### src/rtl/ext_sequencer_pkg.sv
`default_nettype none
// ============================================================================
// Module  : ext_sequencer_pkg
// Brief   : Shared extender selects, instruction classes and FSM states.
// Revision: 1.0
// ============================================================================
package ext_sequencer_pkg;

    localparam logic [1:0] SZE_SEL_IR2110    = 2'b00;
    localparam logic [1:0] SZE_SEL_IR2_MUL70 = 2'b01;
    localparam logic [1:0] SZE_SEL_IR2_70    = 2'b10;
    localparam logic [1:0] SZE_SEL_IR2_230   = 2'b11;

    typedef enum logic [2:0] {
        CLS_NONE = 3'd0,
        CLS_MUL  = 3'd1,
        CLS_BR   = 3'd2,
        CLS_DPI  = 3'd3,
        CLS_SDT  = 3'd4
    } ins_class_t;

    typedef enum logic [1:0] {
        ST_IDLE   = 2'd0,
        ST_SINGLE = 2'd1,
        ST_MUL    = 2'd2
    } seq_state_t;

    function automatic logic [1:0] sze_sel_of(input ins_class_t cls);
        logic [1:0] sel;
        case (cls)
            CLS_MUL: sel = SZE_SEL_IR2_MUL70;
            CLS_BR:  sel = SZE_SEL_IR2_230;
            CLS_DPI: sel = SZE_SEL_IR2_70;
            default: sel = SZE_SEL_IR2110;
        endcase
        return sel;
    endfunction

    // Only branch offsets are signed; every other immediate is zero-extended.
    function automatic logic sze_ctrl_of(input ins_class_t cls);
        return (cls == CLS_BR);
    endfunction

endpackage
`default_nettype wire

### src/rtl/ext_sequencer_if.sv
`default_nettype none
// ============================================================================
// Module  : ext_sequencer_if
// Brief   : Stage-2 instruction / extender handshake bundle.
// Revision: 1.0
// ============================================================================
interface ext_sequencer_if;
    logic [31:0] ir2;
    logic        ir2_valid;
    logic        ds_ready;
    logic [1:0]  sze_sel;
    logic        sze_ctrl;
    logic        ext_valid;
    logic        ext_last;
    logic [1:0]  mul_byte;
    logic        ir2_stall;

    modport master (
        output ir2, ir2_valid, ds_ready,
        input  sze_sel, sze_ctrl, ext_valid, ext_last, mul_byte, ir2_stall
    );

    modport slave (
        input  ir2, ir2_valid, ds_ready,
        output sze_sel, sze_ctrl, ext_valid, ext_last, mul_byte, ir2_stall
    );
endinterface
`default_nettype wire

### src/rtl/ext_sequencer_classify.sv
`default_nettype none
// ============================================================================
// Module  : ext_classify
// Brief   : Combinational IR2 decode into extender instruction classes.
// Revision: 1.0
// ============================================================================
module ext_classify
    import ext_sequencer_pkg::*;
(
    input  wire logic [31:0] i_ir2,
    output ins_class_t       o_class
);

    logic w_unused_bits;
    assign w_unused_bits = ^{i_ir2[31:28], i_ir2[21:8], i_ir2[3:0]};

    // MUL shares the 000 opcode space with register DP, so it is tested first.
    always_comb begin
        o_class = CLS_NONE;
        if (i_ir2[27:22] == 6'b000000 && i_ir2[7:4] == 4'b1001) begin
            o_class = CLS_MUL;
        end else if (i_ir2[27:25] == 3'b101) begin
            o_class = CLS_BR;
        end else if (i_ir2[27:25] == 3'b001) begin
            o_class = CLS_DPI;
        end else if (i_ir2[27:25] == 3'b010) begin
            o_class = CLS_SDT;
        end
    end

endmodule
`default_nettype wire

### src/rtl/ext_sequencer.sv
`default_nettype none
// ============================================================================
// Module  : ext_sequencer
// Brief   : Sequences operand extension (single or multi-byte) for IR2.
// Revision: 1.0
// ============================================================================
module ext_sequencer
    import ext_sequencer_pkg::*;
#(
    parameter int MUL_BYTES = 4
) (
    input  wire logic        clk,
    input  wire logic        rst,
    ext_sequencer_if.slave   bus
);

    localparam logic [1:0] c_LAST_BYTE = 2'(MUL_BYTES - 1);

    seq_state_t  r_state;
    logic [1:0]  r_sze_sel;
    logic        r_sze_ctrl;
    logic        r_ext_valid;
    logic        r_ext_last;
    logic [1:0]  r_mul_byte;
    ins_class_t  w_class;
    logic [1:0]  w_next_byte;
    logic        w_accept;

    ext_classify u_classify (
        .i_ir2   (bus.ir2),
        .o_class (w_class)
    );

    assign w_accept    = bus.ir2_valid && (w_class != CLS_NONE);
    assign w_next_byte = r_mul_byte + 2'd1;

    always_ff @(posedge clk) begin
        if (rst) begin
            r_state     <= ST_IDLE;
            r_sze_sel   <= SZE_SEL_IR2110;
            r_sze_ctrl  <= 1'b0;
            r_ext_valid <= 1'b0;
            r_ext_last  <= 1'b0;
            r_mul_byte  <= 2'd0;
        end else begin
            case (r_state)
                ST_IDLE: begin
                    if (w_accept) begin
                        r_sze_sel   <= sze_sel_of(w_class);
                        r_sze_ctrl  <= sze_ctrl_of(w_class);
                        r_ext_valid <= 1'b1;
                        r_mul_byte  <= 2'd0;
                        if (w_class == CLS_MUL) begin
                            r_state    <= ST_MUL;
                            r_ext_last <= (c_LAST_BYTE == 2'd0);
                        end else begin
                            r_state    <= ST_SINGLE;
                            r_ext_last <= 1'b1;
                        end
                    end
                end
                ST_SINGLE: begin
                    if (bus.ds_ready) begin
                        r_state     <= ST_IDLE;
                        r_ext_valid <= 1'b0;
                        r_ext_last  <= 1'b0;
                    end
                end
                ST_MUL: begin
                    if (bus.ds_ready) begin
                        if (r_ext_last) begin
                            r_state     <= ST_IDLE;
                            r_ext_valid <= 1'b0;
                            r_ext_last  <= 1'b0;
                            r_mul_byte  <= 2'd0;
                        end else begin
                            r_mul_byte  <= w_next_byte;
                            r_ext_last  <= (w_next_byte == c_LAST_BYTE);
                        end
                    end
                end
                default: begin
                    r_state <= ST_IDLE;
                end
            endcase
        end
    end

    // Stall releases in the very cycle the final transfer is accepted.
    assign bus.ir2_stall = ((r_state == ST_IDLE) && w_accept) ||
                           ((r_state != ST_IDLE) && !(bus.ds_ready && r_ext_last));

    assign bus.sze_sel   = r_sze_sel;
    assign bus.sze_ctrl  = r_sze_ctrl;
    assign bus.ext_valid = r_ext_valid;
    assign bus.ext_last  = r_ext_last;
    assign bus.mul_byte  = r_mul_byte;

endmodule
`default_nettype wire

### src/flat_wrapper.sv
// flat-port wrapper written by rule: the top's interface ports become plain ports
module ext_sequencer_flat import ext_sequencer_pkg::*;
#(
    parameter int MUL_BYTES = 4
)
  (clk, rst, bus_ir2, bus_ir2_valid, bus_ds_ready, bus_sze_sel, bus_sze_ctrl, bus_ext_valid, bus_ext_last, bus_mul_byte, bus_ir2_stall);
  ext_sequencer_if bus_i ();
  input  wire logic clk;
  input  wire logic rst;
  input wire logic [$bits(bus_i.ir2)-1:0] bus_ir2;
  input wire logic [$bits(bus_i.ir2_valid)-1:0] bus_ir2_valid;
  input wire logic [$bits(bus_i.ds_ready)-1:0] bus_ds_ready;
  output wire logic [$bits(bus_i.sze_sel)-1:0] bus_sze_sel;
  output wire logic [$bits(bus_i.sze_ctrl)-1:0] bus_sze_ctrl;
  output wire logic [$bits(bus_i.ext_valid)-1:0] bus_ext_valid;
  output wire logic [$bits(bus_i.ext_last)-1:0] bus_ext_last;
  output wire logic [$bits(bus_i.mul_byte)-1:0] bus_mul_byte;
  output wire logic [$bits(bus_i.ir2_stall)-1:0] bus_ir2_stall;
  assign bus_i.ir2 = bus_ir2;
  assign bus_i.ir2_valid = bus_ir2_valid;
  assign bus_i.ds_ready = bus_ds_ready;
  assign bus_sze_sel = bus_i.sze_sel;
  assign bus_sze_ctrl = bus_i.sze_ctrl;
  assign bus_ext_valid = bus_i.ext_valid;
  assign bus_ext_last = bus_i.ext_last;
  assign bus_mul_byte = bus_i.mul_byte;
  assign bus_ir2_stall = bus_i.ir2_stall;
  ext_sequencer #(.MUL_BYTES(MUL_BYTES)) u_core (.clk(clk), .rst(rst), .bus(bus_i));
endmodule
### config.mk
export PLATFORM = sky130hd
export DESIGN_NAME = ext_sequencer_flat
export DESIGN_NICKNAME = d
export VERILOG_FILES = /design/src/rtl/ext_sequencer_pkg.sv /design/src/rtl/ext_sequencer_if.sv /design/src/rtl/ext_sequencer_classify.sv /design/src/rtl/ext_sequencer.sv /design/src/flat_wrapper.sv
export SDC_FILE = /design/constraint.sdc
export NUM_CORES = 1
export LEC_CHECK = 0
export ABC_AREA = 1
export BUFFER_PORTS_ARGS = -buffer_cell sky130_fd_sc_hd__buf_2
export CORE_UTILIZATION = 42
export CTS_BUF_LIST = sky130_fd_sc_hd__clkbuf_4
export DETAILED_ROUTE_END_ITERATION = 8
export PLACE_DENSITY = 0.9
export SYNTH_ARGS = -nofsm -noshare
export SYNTH_HDL_FRONTEND = slang
export SYNTH_HIERARCHICAL = 1
export SYNTH_SLANG_ARGS = --single-unit
### constraint.sdc
create_clock -name clk -period 2.05 [get_ports clk]
set_clock_uncertainty 0.15 [all_clocks]
set_input_delay 0.205 -clock clk [delete_from_list [all_inputs] [get_ports clk]]
set_output_delay 0.205 -clock clk [all_outputs]
set_load 0.01 [all_outputs]
==> impl_metrics.json <==
{
  "synthesis.nets": 139,
  "die_w_um": 41.0,
  "start_util_pct": 47.4,
  "cts_hold_buffers": 0,
  "p_leak_nw": 0.418,
  "post-route-period-util_pct": 87.2,
  "timing.hold.ws_ps": 39.5,
  "ys_seq_area_share_pct": 28.2,
  "r2r_cells": 7,
  "die-area_um2": 1680,
  "setup_viol": 0,
  "fmax_mhz": 559,
  "synthToLayoutAreaGrowth_pct": 24.1,
  "drc": 0,
  "crit_arrival_ps": 1430,
  "hp-start": "rst",
  "netlist_area_um2": 639,
  "finalNetCount": 165,
  "synth-adder-area-share_pct": 9.78,
  "fillers": 121,
  "via_count": 665,
  "rsz0062_at_grt": "no",
  "rrSetupSlack_ps": 450,
  "worstSetupPathType": "flip-flop to output port",
  "routed_wl_mm": 1.46,
  "drive_above_1_share_pct": 33.3,
  "drv_slew": 0,
  "syn_avg_cell_area_um2": 6.52,
  "dp.cells": 134,
  "fin_util_pct": 58.8,
  "grt_pass1_wl_mm": 2.19,
  "fin_ws_ps": 262,
  "antenna_found_initial": 0,
  "gp_congestion": 0.773,
  "final_hold_viol_count": 0,
  "synth.distinct_cells": 18,
  "synth_xor_xnor_area_share_pct": 0,
  "dp_hpwl_mm": 1.17,
  "netlist_instances": 98,
  "ir_drop_v": 0.000392,
  "grt_pass1_vias": 563,
  "die-height_um": 41.0,
  "core_um2": 1350,
  "hp-class": "input pin to flip-flop",
  "multi_input_area_um2": 392,
  "final_cells": 138,
  "synth_top_family_by_area": "simple AND/OR/NAND/NOR gates",
  "overflow": 0,
  "cts_num_sinks": 9,
  "hold_end": "u_core/r_state[0]$_SDFFE_PP0P_",
  "vias_per_cell": 4.82,
  "hold_depth": 2,
  "crit_fanout": 6,
  "cts.path.max_buffers": 2,
  "htreeDepth": 1,
  "synth_mux_area_share_pct": 0,
  "synth_compound_area_share_pct": 8.81,
  "synthSimpleGateAreaFrac_pct": 42.7,
  "io_buffers": 21,
  "cts_tree": "yes",
  "first_pass_iters": 4,
  "synth-seq-cells": 9,
  "finalInstanceArea_um2": 793,
  "power_mw": 0.494,
  "startpoint_type": "flip-flop",
  "grt_max_degree": 8,
  "clk_pin_slew_worst_paths_ps": 70,
  "rr_endpoint": "u_core/r_state[1]$_SDFFE_PP0P_",
  "clk-insertion-delay-late_ps": 280,
  "synth_warnings": 6,
  "rows": 13,
  "dpl_cell_area_um2": 763,
  "r2r-start": "u_core/r_state[0]$_SDFFE_PP0P_",
  "ant_nets": 0,
  "postCtsSetupBuffers": 0,
  "p_per_area_nw_per_um2": 623,
  "dr.first_iter.drc_count": 18,
  "endpoint_kind": "output port",
  "worst_ep_required_time_ps": 1690,
  "fin_crit_ps": 1790,
  "post-place-ws_ps": 354,
  "tightest_slew_ps": 338,
  "tns_ps": 0,
  "io-pin-count": 44,
  "grtUsageTotal_pct": 21.7,
  "diodes": 0,
  "routedWlPerCell_um": 10.6,
  "cts_resized": 0,
  "seq_area_um2": 180,
  "status": "completed",
  "slew_headroom_pct": 77.3,
  "cts-root-buf": "clkbuf_4",
  "numCtsBuffers": 3,
  "cap_viol_max_count": 0
}
==> state kept, by name (all words and copies together), names as in the netlist <==
signal	cells
u_core/bus.mul_byte	2
u_core/bus.sze_sel	2
u_core/r_state	2
u_core/bus.ext_last	1
u_core/bus.ext_valid	1
u_core/bus.sze_ctrl	1
==> layout by cell type, fill, tap and decap left out, drive strengths merged <==
cell type / netlist / layout
nand3: 8 / 8
ha: 5 / 5
buf: 0 / 21
nand4: 2 / 2
nor2: 17 / 17
a21oi: 7 / 7
o21bai: 1 / 1
nand2: 27 / 27
clkbuf: 0 / 4
nor3: 2 / 2
o21ai: 2 / 2
dfxtp: 9 / 9
inv: 18 / 18
==> critical path, stage by stage, from the launching register on <==
cell	delay, ps
dfxtp_1	350
inv_1	90
ha_1	230
inv_2	90
nor2_4	160
inv_2	70
nand2_1	50
buf_2	120
==> how the worst max path moves through the flow <==
stage	endpoint	from	slack, ps
after floorplan	u_core/bus.ext_valid$_SDFFE_PP0P_	u_core/r_state[0]$_SDFFE_PP0P_	630
after global placement	bus_ir2_stall	bus_ir2[25]	400
after detailed placement	bus_ir2_stall	bus_ir2[27]	350
after CTS	bus_ir2_stall	u_core/r_state[0]$_SDFFE_PP0P_	240
after global routing	bus_ir2_stall	u_core/r_state[0]$_SDFFE_PP0P_	140
final	bus_ir2_stall	u_core/r_state[0]$_SDFFE_PP0P_	260
==> synthesized netlist by cell type (all sizes together) <==
cell type,n,area (um2)
ha,5,62.6
o21ai,2,13.8
nor3,2,10.0
dfxtp,9,180
nand2,27,116
inv,18,67.6
nor2,17,88.8
o21bai,1,7.51
a21oi,7,35.0
nand4,2,12.5
nand3,8,45.0
==> metal layers <==
layer | global-route usage, % | share of wire, % | up-vias
met5 | 0 | 0 | -
met4 | 16.7 | 3.2 | 0
met3 | 9.78 | 4.0 | 4
met2 | 34.0 | 51 | 11
met1 | 22.4 | 42 | 292
li1 | - | - | 358
==> cells by family after synthesis <==
family                     Yosys count
and+or+nand+nor                     56
AOI/OAI and AO/OA                   10
adders and majority gates            5
DFF                                  9
buffers and inverters               18
==> power by group <==
| part | total, mW | internal, mW | switching (mW) | leakage, nW |
|---|---|---|---|---|
| registers | 0.201 | 0.189 | 0.0125 | 0.0736 |
| logic | 0.136 | 0.0546 | 0.0815 | 0.326 |
| clock network | 0.157 | 0.0885 | 0.0684 | 0.0184 |
==> layout make-up <==
| type | instances | area share [%] |
|---|---|---|
| Clock buffer | 4 | 3.79 |
| Sequential cell | 9 | 22.7 |
| Inverter | 18 | 8.52 |
| Timing Repair Buffer | 21 | 13.2 |
| Multi-Input combinational cell | 71 | 49.4 |
| Tap cell | 15 | 2.37 |
No activity file was read; power rests on OpenSTA's default activity.
